===== src/rtl/neuron_lanes.sv =====
// neuron_lanes: one neuron of a layer. Each beat carries LANES signed Q(FRAC_BITS)
// inputs. The block multiplies them by weights held in an internal bank, adds the
// products into a saturating accumulator, adds a bias and applies an activation
// (ReLU or saturating identity). Input and output both use valid/ready handshakes,
// and the block re-arms for the next vector after each result is taken.
//
// State table
//   state    | meaning
//   ---------+-----------------------------------------------------------------
//   S_IDLE   | waiting for the first beat; weight and bias writes are accepted
//   S_ACCUM  | taking beats 1..BEATS-1; in_valid low simply stalls
//   S_DRAIN  | letting the last beat pass the multiply/accumulate stages
//   S_OUTPUT | result is presented and held until out_ready
//
// Ports
//   clk, reset_n            clock, asynchronous active-low reset
//   in_valid/in_ready       input beat handshake; in_data lane i = [i*DATA_W +: DATA_W]
//   wt_we/wt_addr/wt_data   weight write (index = beat*LANES + lane), honoured only in S_IDLE
//   bias_we/bias_data       bias write, honoured only in S_IDLE
//   out_valid/out_ready     result handshake; out_data is held while out_valid is high
//   busy                    high in any state other than S_IDLE
module neuron_lanes #(
    parameter int DATA_W      = 8,
    parameter int FRAC_BITS   = 4,
    parameter int NUM_WEIGHTS = 256,
    parameter int LANES       = 4,
    parameter int ACC_W       = 24,
    parameter int ACT_MODE    = 0,
    localparam int AW         = (NUM_WEIGHTS > 1) ? $clog2(NUM_WEIGHTS) : 1
) (
    input  logic                      clk,
    input  logic                      reset_n,
    input  logic                      in_valid,
    output logic                      in_ready,
    input  logic [LANES*DATA_W-1:0]   in_data,
    input  logic                      wt_we,
    input  logic [AW-1:0]             wt_addr,
    input  logic [DATA_W-1:0]         wt_data,
    input  logic                      bias_we,
    input  logic [DATA_W-1:0]         bias_data,
    output logic                      out_valid,
    input  logic                      out_ready,
    output logic [DATA_W-1:0]         out_data,
    output logic                      busy
);

    localparam int BEATS  = NUM_WEIGHTS / LANES;
    localparam int BW     = (BEATS > 1) ? $clog2(BEATS) : 1;
    localparam int PROD_W = 2 * DATA_W;
    localparam int PSUM_W = 2 * DATA_W + $clog2(LANES);

    localparam logic signed [ACC_W-1:0] C_ACC_MAX = {1'b0, {(ACC_W-1){1'b1}}};
    localparam logic signed [ACC_W-1:0] C_ACC_MIN = {1'b1, {(ACC_W-1){1'b0}}};
    localparam logic signed [ACC_W-1:0] C_DAT_MAX = ACC_W'((1 << (DATA_W-1)) - 1);
    localparam logic signed [ACC_W-1:0] C_DAT_MIN = -C_DAT_MAX - ACC_W'(1);

    typedef enum logic [1:0] {
        S_IDLE   = 2'd0,
        S_ACCUM  = 2'd1,
        S_DRAIN  = 2'd2,
        S_OUTPUT = 2'd3
    } state_t;

    state_t                    r_state;
    logic [BW-1:0]             r_beat_cnt;
    logic [1:0]                r_drain_cnt;
    logic signed [DATA_W-1:0]  r_wt_mem [NUM_WEIGHTS];
    logic signed [DATA_W-1:0]  r_bias;
    logic signed [DATA_W-1:0]  r_s1_x  [LANES];
    logic signed [DATA_W-1:0]  r_s1_wt [LANES];
    logic                      r_s1_valid;
    logic signed [ACC_W-1:0]   r_acc;
    logic                      r_out_valid;
    logic [DATA_W-1:0]         r_out_data;

    logic                      w_accept;
    logic signed [PROD_W-1:0]  w_prod [LANES];
    logic signed [PSUM_W-1:0]  w_psum;
    logic signed [ACC_W:0]     w_acc_sum;
    logic signed [ACC_W-1:0]   w_acc_next;
    logic signed [ACC_W:0]     w_bias_sh;
    logic signed [ACC_W:0]     w_out_sum;
    logic signed [ACC_W-1:0]   w_out_sat;
    logic signed [ACC_W-1:0]   w_res;
    logic [DATA_W-1:0]         w_res_sat;
    logic [DATA_W-1:0]         w_act;

    assign in_ready  = (r_state == S_IDLE) || (r_state == S_ACCUM);
    assign busy      = (r_state != S_IDLE);
    assign out_valid = r_out_valid;
    assign out_data  = r_out_data;
    assign w_accept  = in_valid && in_ready;

    // S2: lane products summed, then saturating add into the accumulator.
    // Overflow shows up as the two top bits of the one-bit-wider sum disagreeing.
    always_comb begin
        w_psum = '0;
        for (int l = 0; l < LANES; l++) begin
            w_prod[l] = r_s1_x[l] * r_s1_wt[l];
            w_psum    = w_psum + PSUM_W'(w_prod[l]);
        end
        w_acc_sum = (ACC_W+1)'(r_acc) + (ACC_W+1)'(w_psum);
        if (w_acc_sum[ACC_W] != w_acc_sum[ACC_W-1])
            w_acc_next = w_acc_sum[ACC_W] ? C_ACC_MIN : C_ACC_MAX;
        else
            w_acc_next = w_acc_sum[ACC_W-1:0];
    end

    // S3: bias is aligned to the accumulator's 2*FRAC_BITS binary point, the sum
    // is saturated, shifted back to FRAC_BITS and clipped to the output range.
    always_comb begin
        w_bias_sh = (ACC_W+1)'(r_bias) <<< FRAC_BITS;
        w_out_sum = (ACC_W+1)'(r_acc) + w_bias_sh;
        if (w_out_sum[ACC_W] != w_out_sum[ACC_W-1])
            w_out_sat = w_out_sum[ACC_W] ? C_ACC_MIN : C_ACC_MAX;
        else
            w_out_sat = w_out_sum[ACC_W-1:0];
        w_res = w_out_sat >>> FRAC_BITS;
        if (w_res > C_DAT_MAX)
            w_res_sat = C_DAT_MAX[DATA_W-1:0];
        else if (w_res < C_DAT_MIN)
            w_res_sat = C_DAT_MIN[DATA_W-1:0];
        else
            w_res_sat = w_res[DATA_W-1:0];
        if ((ACT_MODE == 0) && w_res_sat[DATA_W-1])
            w_act = '0;
        else
            w_act = w_res_sat;
    end

    // Weight bank and bias are storage only and keep their contents across reset.
    always_ff @(posedge clk) begin
        if (r_state == S_IDLE) begin
            if (wt_we)
                r_wt_mem[wt_addr] <= wt_data;
            if (bias_we)
                r_bias <= bias_data;
        end
    end

    always_ff @(posedge clk or negedge reset_n) begin
        if (!reset_n) begin
            r_state     <= S_IDLE;
            r_beat_cnt  <= '0;
            r_drain_cnt <= '0;
            r_s1_valid  <= 1'b0;
            r_acc       <= '0;
            r_out_valid <= 1'b0;
            r_out_data  <= '0;
            for (int l = 0; l < LANES; l++) begin
                r_s1_x[l]  <= '0;
                r_s1_wt[l] <= '0;
            end
        end else begin
            // S1: weight read at the beat address, registered with the beat data
            r_s1_valid <= w_accept;
            if (w_accept) begin
                for (int l = 0; l < LANES; l++) begin
                    r_s1_x[l]  <= in_data[l*DATA_W +: DATA_W];
                    r_s1_wt[l] <= r_wt_mem[AW'(int'(r_beat_cnt) * LANES + l)];
                end
            end

            if (r_s1_valid)
                r_acc <= w_acc_next;

            case (r_state)
                S_IDLE: begin
                    if (w_accept) begin
                        r_acc       <= '0;
                        r_drain_cnt <= '0;
                        if (BEATS == 1) begin
                            r_beat_cnt <= '0;
                            r_state    <= S_DRAIN;
                        end else begin
                            r_beat_cnt <= BW'(1);
                            r_state    <= S_ACCUM;
                        end
                    end
                end
                S_ACCUM: begin
                    if (w_accept) begin
                        if (r_beat_cnt == BW'(BEATS - 1)) begin
                            r_beat_cnt  <= '0;
                            r_drain_cnt <= '0;
                            r_state     <= S_DRAIN;
                        end else begin
                            r_beat_cnt <= r_beat_cnt + BW'(1);
                        end
                    end
                end
                S_DRAIN: begin
                    // The last product lands in r_acc on the first drain edge; the
                    // result is registered on the third so out_valid rises three
                    // edges after the last beat was taken.
                    r_drain_cnt <= r_drain_cnt + 2'd1;
                    if (r_drain_cnt == 2'd2) begin
                        r_out_data  <= w_act;
                        r_out_valid <= 1'b1;
                        r_state     <= S_OUTPUT;
                    end
                end
                S_OUTPUT: begin
                    if (out_ready) begin
                        r_out_valid <= 1'b0;
                        r_state     <= S_IDLE;
                    end
                end
                default: r_state <= S_IDLE;
            endcase
        end
    end

endmodule


===== config.mk =====
export PLATFORM = sky130hd
export DESIGN_NAME = neuron_lanes
export DESIGN_NICKNAME = d
export VERILOG_FILES = /design/src/rtl/neuron_lanes.sv
export SDC_FILE = /design/constraint.sdc
export NUM_CORES = 2
export LEC_CHECK = 0
export CORE_MARGIN = 3
export CORE_UTILIZATION = 55
export DETAILED_ROUTE_END_ITERATION = 16
export HOLD_SLACK_MARGIN = 0.03
export PLACE_DENSITY = 0.76
export SLEW_MARGIN = 15
export SYNTH_ARGS = -nofsm -noshare
export SYNTH_HDL_FRONTEND = slang
export SYNTH_SLANG_ARGS = --single-unit

===== constraint.sdc =====
create_clock -name clk -period 15.27 [get_ports clk]
set_clock_uncertainty 0.15 [all_clocks]
set_input_delay 2.2905 -clock clk [delete_from_list [all_inputs] [get_ports clk]]
set_output_delay 2.2905 -clock clk [all_outputs]
set_load 0.005 [all_outputs]

# Word level (Yosys, flattened, before mapping)
# Memory sizes are Yosys's and may differ from the RTL's. A register that Yosys moved wholly into a read port is not among the register bits.
# Cells that the tools add are included.
# Widths: inputs -> output; s select.
word_totals:
  memories: 1
  mem_bits_rw: 2048
  regBits: 84
  word_cells: 88
  output_inout_bits: 11
  in_bits: 62
op_classes:
  n_mul: 4
  reduce_logical: 17
  order_cmp: 2
  n_eq_ne: 12
  mux: 30
  n_addsub: 10
memory_table:
  columns: ["name", "words", "word_bits", "read_ports", "rd_ports_with_merged_regs", "wr", "line", "text"]
  rows:
  - ["r_wt_mem", 256, 8, 4, 4, 1, "67", "logic signed [DATA_W-1:0] r_wt_mem [NUM_WEIGHTS];"]
op_table:
  columns: ["op", "n"]
  rows:
  - ["$mux 24", 7]
  - ["$mul 8x8->16", 4]
  - ["$add 24x12->25", 1]
  - ["$add 24x18->25", 1]
  - ["$gt 20x8->1 const B", 1]
  - ["$lt 20x8->1 const B", 1]
  - ["$add 17x16->18", 1]
  - ["$add 18x16->18", 1]
  - ["$mux 6", 3]
  - ["$add 16x16->17", 1]
  - ["$add 8x2->8 const B", 2]
  - ["$mux 2", 8]
  - ["$mux 8", 2]
  - ["$pmux 6 s2", 1]
  - ["$add 8x1->8 const B", 1]
  - ["$ne 2x2->1 const B", 4]
  - ["$pmux 2 s4", 1]
  - ["$mux 7", 1]
  - ["$add 6x1->6 const B", 1]
  - ["$eq 2x2->1 const B", 3]
  - ["$eq 6x6->1 const B", 1]
  - ["$pmux 2 s3", 1]
  - ["$reduce_and 3->1", 2]
  - ["$reduce_bool 2->1", 3]
  - ["14 further kinds", 23]

# Longest topological paths before layout
depth:
  word_depth: 10
  ltp_mapped: 28

# Worst setup path after synthesis
# OpenSTA, ideal clock, no wires.
synth_path:
  path_type: "register to register"
  start: "register r_s1_wt[24] in the netlist's numbering, read port of r_wt_mem"
  end: "register r_acc[22]"
  slack_ns: 7.234
  synth_period_minus_slack_ns: 8.036
  arrival_ns: 7.764
  t_required_ns: 14.998
  stages_incl_launch_ff: 28
  setup_time_ns: 0.122
  cell_sequence: "dfrtp_1 clkbuf_1 nand2_1 inv_1 fa_1 inv_1 fa_1 inv_1 fa_1 inv_1 fa_1 fa_1 inv_1 fa_1 inv_1 fa_1 fa_1 inv_1 ha_1 o211a_1 a211oi_1 a211oi_1 o21ai_0 a31oi_1 a21oi_1 buf_2 o21ai_0 a32o_1"
synth_via:
  elab_chain_cells: 10
  elab_cells_between_ends: 11
  classes_between: "4 x add/sub; 1 x mul; 1 x eq/ne; 5 x mux"
synth_rtl:
  columns: ["element", "line", "text"]
  rows:
  - ["start, declared", "70", "logic signed [DATA_W-1:0] r_s1_wt [LANES];"]
  - ["$mul 8x8->16 (*)", "99", "w_prod[l] = r_s1_x[l] * r_s1_wt[l];"]
  - ["$add 16x16->17 (*)", "100", "w_psum = w_psum + PSUM_W'(w_prod[l]);"]
  - ["$add 17x16->18 (*)", "100", null]
  - ["$add 18x16->18 (*)", "100", null]
  - ["$add 24x18->25 (*)", "102", "w_acc_sum = (ACC_W+1)'(r_acc) + (ACC_W+1)'(w_psum);"]
  - ["$mux 24 / $ne 1x1->1 (equally long branches)", "104, 103", null]
  - ["$mux 24 (*)", "103", "if (w_acc_sum[ACC_W] != w_acc_sum[ACC_W-1])"]
  - ["$mux 24 (*)", "164", "if (r_s1_valid)"]
  - ["$mux 24", "169", "if (w_accept) begin"]
  - ["$mux 24 (*)", "167", "case (r_state)"]
  - ["end signal, assigned", "165", "r_acc <= w_acc_next;"]
  - ["end, declared", "72", "logic signed [ACC_W-1:0] r_acc;"]
# Every way passes the cells marked *; elsewhere a longest branch is shown, timed or not.
# A chain may end at the register's enable or synchronous reset.

# Final worst setup path
layout_path:
  start: "register r_s1_x[7] in the netlist's numbering"
  end: "register r_acc[19]"
layout_via:
  elab_chain_cells: 8
  elab_cells_between_ends: 9
  classes_between: "2 x add/sub; 1 x mul; 1 x eq/ne; 5 x mux"
layout_rtl:
  columns: ["element", "line", "text"]
  rows:
  - ["start, declared", "69", "logic signed [DATA_W-1:0] r_s1_x [LANES];"]
  - ["start signal, assigned by index", "159", "r_s1_x[l] <= in_data[l*DATA_W +: DATA_W];"]
  - ["$mul 8x8->16 (*)", "99", null]
  - ["$add 18x16->18 (*)", "100", null]
  - ["$add 24x18->25 (*)", "102", null]
  - ["$mux 24 / $ne 1x1->1 (equally long branches)", "104, 103", null]
  - ["$mux 24 (*)", "103", null]
  - ["$mux 24 (*)", "164", null]
  - ["$mux 24", "169", null]
  - ["$mux 24 (*)", "167", null]
# Marks and branches as above.

==> flow_metrics.py <==
metrics = {
    "status": {
        "status": "finished, final reports clean",
    },
    "drt": {
        "m1WireLength_um": 88000,
        "ant_nets": 0,
        "wl_met2_um": 115000,
        "dr_total_vias": 49218,
        "post_drt_wl_per_cell_um": 29.4,
        "postRouteWirelength_um": 231000,
        "viasPerCell": 6.26,
        "first_pass_iters": 5,
        "drc": 0,
        "first_iter_violations": 6284,
        "wl_met3_um": 20200,
        "highest-signal-layer": "met5",
    },
    "worst_setup_path": {
        "path_delay_family": "adder cells",
        "ff2ff_path_depth": 23,
        "cpMaxStageDelayCell": "mux2i_2",
        "worstSetupEndpointType": "flip-flop",
        "crit_fanout": 17,
        "worstPathArrival_ps": 9520,
        "startpoint_type": "flip-flop",
        "required_ps": 15760,
        "crit_chain": "nand2_1, inv_1, fa_1, fa_1, inv_1, fa_1, inv_1, fa_1, fa_1, fa_1, fa_1, inv_1, fa_1, inv_1, ha_1, a2111oi_0, o21ai_1, o211ai_1, nor2_1, a2111oi_4, mux2i_2, o21a_1, a211oi_1",
        "cp.buffers_inverters": 5,
        "reg2reg_from": "r_s1_x[7]$_DFFE_PN0P_",
        "r2r_slack_ps": 6240,
        "critPathMaxStageDelay_ps": 880,
        "cp_common_cell": "fa_1",
        "r2r-end": "r_acc[19]$_DFF_PN0_",
        "setup.worst_path.class": "reg -> reg",
    },
    "die": {
        "initial_core_util_pct": 55.5,
        "num_rows": 154,
        "fp.dieW_um": 428,
        "dieHeight_um": 428,
        "boundaryPins": 73,
        "fp.dieArea_um2": 183000,
        "core-area_um2": 177000,
    },
    "placed_design": {
        "dp_hpwl_um": 142000,
        "io_buffers": 71,
        "dp_slack_ps": 6380,
        "routabilityCongestion": 0.894,
    },
    "timing": {
        "report.final.hold_viol_count": 0,
        "worst_pin_slew_ps": 1290,
        "rsz0062_at_grt": "no",
        "drv_slew": 0,
        "fin_setup_tns_ps": 0,
        "min_period_ps": 9030,
        "fin_crit_sh_pct": 59.1,
        "finalSetupViolations": 0,
        "setup_ws_ps": 6240,
        "fmax_mhz": 111,
        "slew_headroom_pct": 13.5,
        "whs_ps": 368,
    },
    "grt": {
        "grt_pass1_vias": 51170,
        "grt_overflow_total": 0,
        "antenna_found_initial": 11,
        "grt.total_usage_pct": 25.7,
        "grt_pass1_wl_um": 347000,
        "grt_start_max_net_pins": 162,
    },
    "clock_tree": {
        "cts_buffer_depth": 3,
        "htreeDepth": 4,
        "post_cts_buffers": 0,
        "cts_root_buffer": "clkbuf_16",
        "cts_made_buffers": 204,
        "clock_sinks": 2163,
        "post_cts_resized": 0,
        "cts_tree": "built",
        "insertion_delay_ps": 850,
        "clk_pin_slew_ps": 70,
        "cts_hold_buf": 0,
    },
    "run": {
        "max_cap_viol_count": 0,
    },
    "yosys": {
        "async_flop_share_pct": 4.95,
        "synth.ff_latch_count": 2163,
        "syn-num-nets": 5857,
        "synth_edf_count": 2056,
        "netlist_area_um2": 98100,
        "avgSynthCellArea_um2": 18.7,
        "synthCells": 5254,
        "yosysWarningCount": 0,
        "synth.distinct_cells": 72,
        "synth_flop_cell": "edfxtp_1",
        "yosysSeqAreaShare_pct": 65.7,
    },
    "worst_hold_path": {
        "min-delay-start": "r_drain_cnt[1]$_DFFE_PN0P_",
        "min_path_cells": 1,
        "hold_class": "reg -> reg",
        "holdPathEnd": "r_drain_cnt[1]$_DFFE_PN0P_",
    },
    "finish": {
        "layout_common_cells": "edfxtp_1 (2056), mux4_2 (665), inv_1 (488)",
        "post_route_cells_drive_above_1_share_pct": 18.8,
        "fin_nets": 5946,
        "area_growth_pct": 9.83,
        "layout_commonest_cell": "edfxtp_1",
    },
}
[per-stage QoR]
step | instances | util [%] | area (um^2)
3_5_place_dp | 7477 | 57.3 | 101000
5_1_grt | 7857 | 60.9 | 108000
6_report | 7862 | 60.9 | 108000
2_1_floorplan | 5254 | - | 98100
4_1_cts | 7855 | 60.9 | 108000
3_3_place_gp | 7477 | 57.3 | 101000
[area by class of cell]
type,count,area [um^2]
Clock buffer,253,5330
Multi-Input combinational cell,2357,30800
Antenna cell,7,17.5
Sequential cell,2163,64400
Tap cell,2340,2930
Clock inverter,125,1100
Inverter,489,1840
Timing Repair Buffer,128,1240
Fill cell,12008,69000
[worst register-to-register path: cells and delay by family, from the launching register on]
| family | cells | cell delay [ps] |
|---|---|---|
| multiplexers | 1 | 880 |
| flip-flops | 1 | 500 |
| adder cells (fa/ha/maj) | 9 | 4870 |
| AND/OR/NAND/NOR | 2 | 290 |
| AO/OA/AOI/OAI | 6 | 1740 |
| buffers and inverters | 5 | 420 |
[layer usage]
metal	global-route usage, %	up-vias
met2	41.5	2597
li1	-	20163
met3	4.59	426
met1	36.1	26028
met4	8.24	4
met5	0	-
[registers in the layout, summed over array words and instances (netlist names)]
signal,cells
r_s1_valid,1
r_s1_x,32
r_state,2
out_valid,1
out_data,7
r_drain_cnt,2
r_beat_cnt,6
r_wt_mem,2048
r_acc,24
r_bias,8
r_s1_wt,32
[kinds of logic (layout without fill, tap and decap cells)]
| logic type | Yosys count | after routing | share of synthesized area, % |
|---|---|---|---|
| compound gates | 221 | 221 | 1.49 |
| xor+xnor | 35 | 35 | 0.355 |
| fa+ha+maj | 553 | 553 | 10.1 |
| buf+inv | 734 | 995 | 2.91 |
| flops | 2163 | 2163 | 65.7 |
| mux | 691 | 691 | 15.6 |
| other cells | 1 | 8 | 0.00382 |
| simple gates | 856 | 856 | 3.87 |
[worst max path at each step]
stage / from / endpoint / cells past startpoint
finish: r_s1_x[7]$_DFFE_PN0P_ / r_acc[19]$_DFF_PN0_ / 23
global route: r_s1_x[7]$_DFFE_PN0P_ / r_acc[15]$_DFF_PN0_ / 23
CTS: r_s1_x[7]$_DFFE_PN0P_ / r_acc[15]$_DFF_PN0_ / 23
detailed placement: r_s1_wt[25]$_DFFE_PN0P_ / r_acc[9]$_DFF_PN0_ / 21
global placement: r_s1_x[31]$_DFFE_PN0P_ / r_acc[15]$_DFF_PN0_ / 22
floorplan: r_s1_wt[24]$_DFFE_PN0P_ / r_acc[22]$_DFF_PN0_ / 27
[Yosys cell counts, types with 38 or more instances]
| master | count | area share [%] |
|---|---|---|
| a21oi_1 | 51 | 0.26 |
| and2_1 | 128 | 0.82 |
| buf_2 | 38 | 0.19 |
| clkbuf_1 | 164 | 0.63 |
| dfrtp_1 | 107 | 2.7 |
| edfxtp_1 | 2056 | 63 |
| fa_1 | 403 | 8.2 |
| ha_1 | 138 | 1.8 |
| inv_1 | 488 | 1.9 |
| mux4_2 | 665 | 15 |
| nand2_1 | 333 | 1.3 |
| nor2_1 | 282 | 1.1 |
| o21ai_0 | 67 | 0.34 |
Power is left out: the tool's default activity adds up to more than one toggle a clock period on the data nets, which glitch-free logic cannot reach.
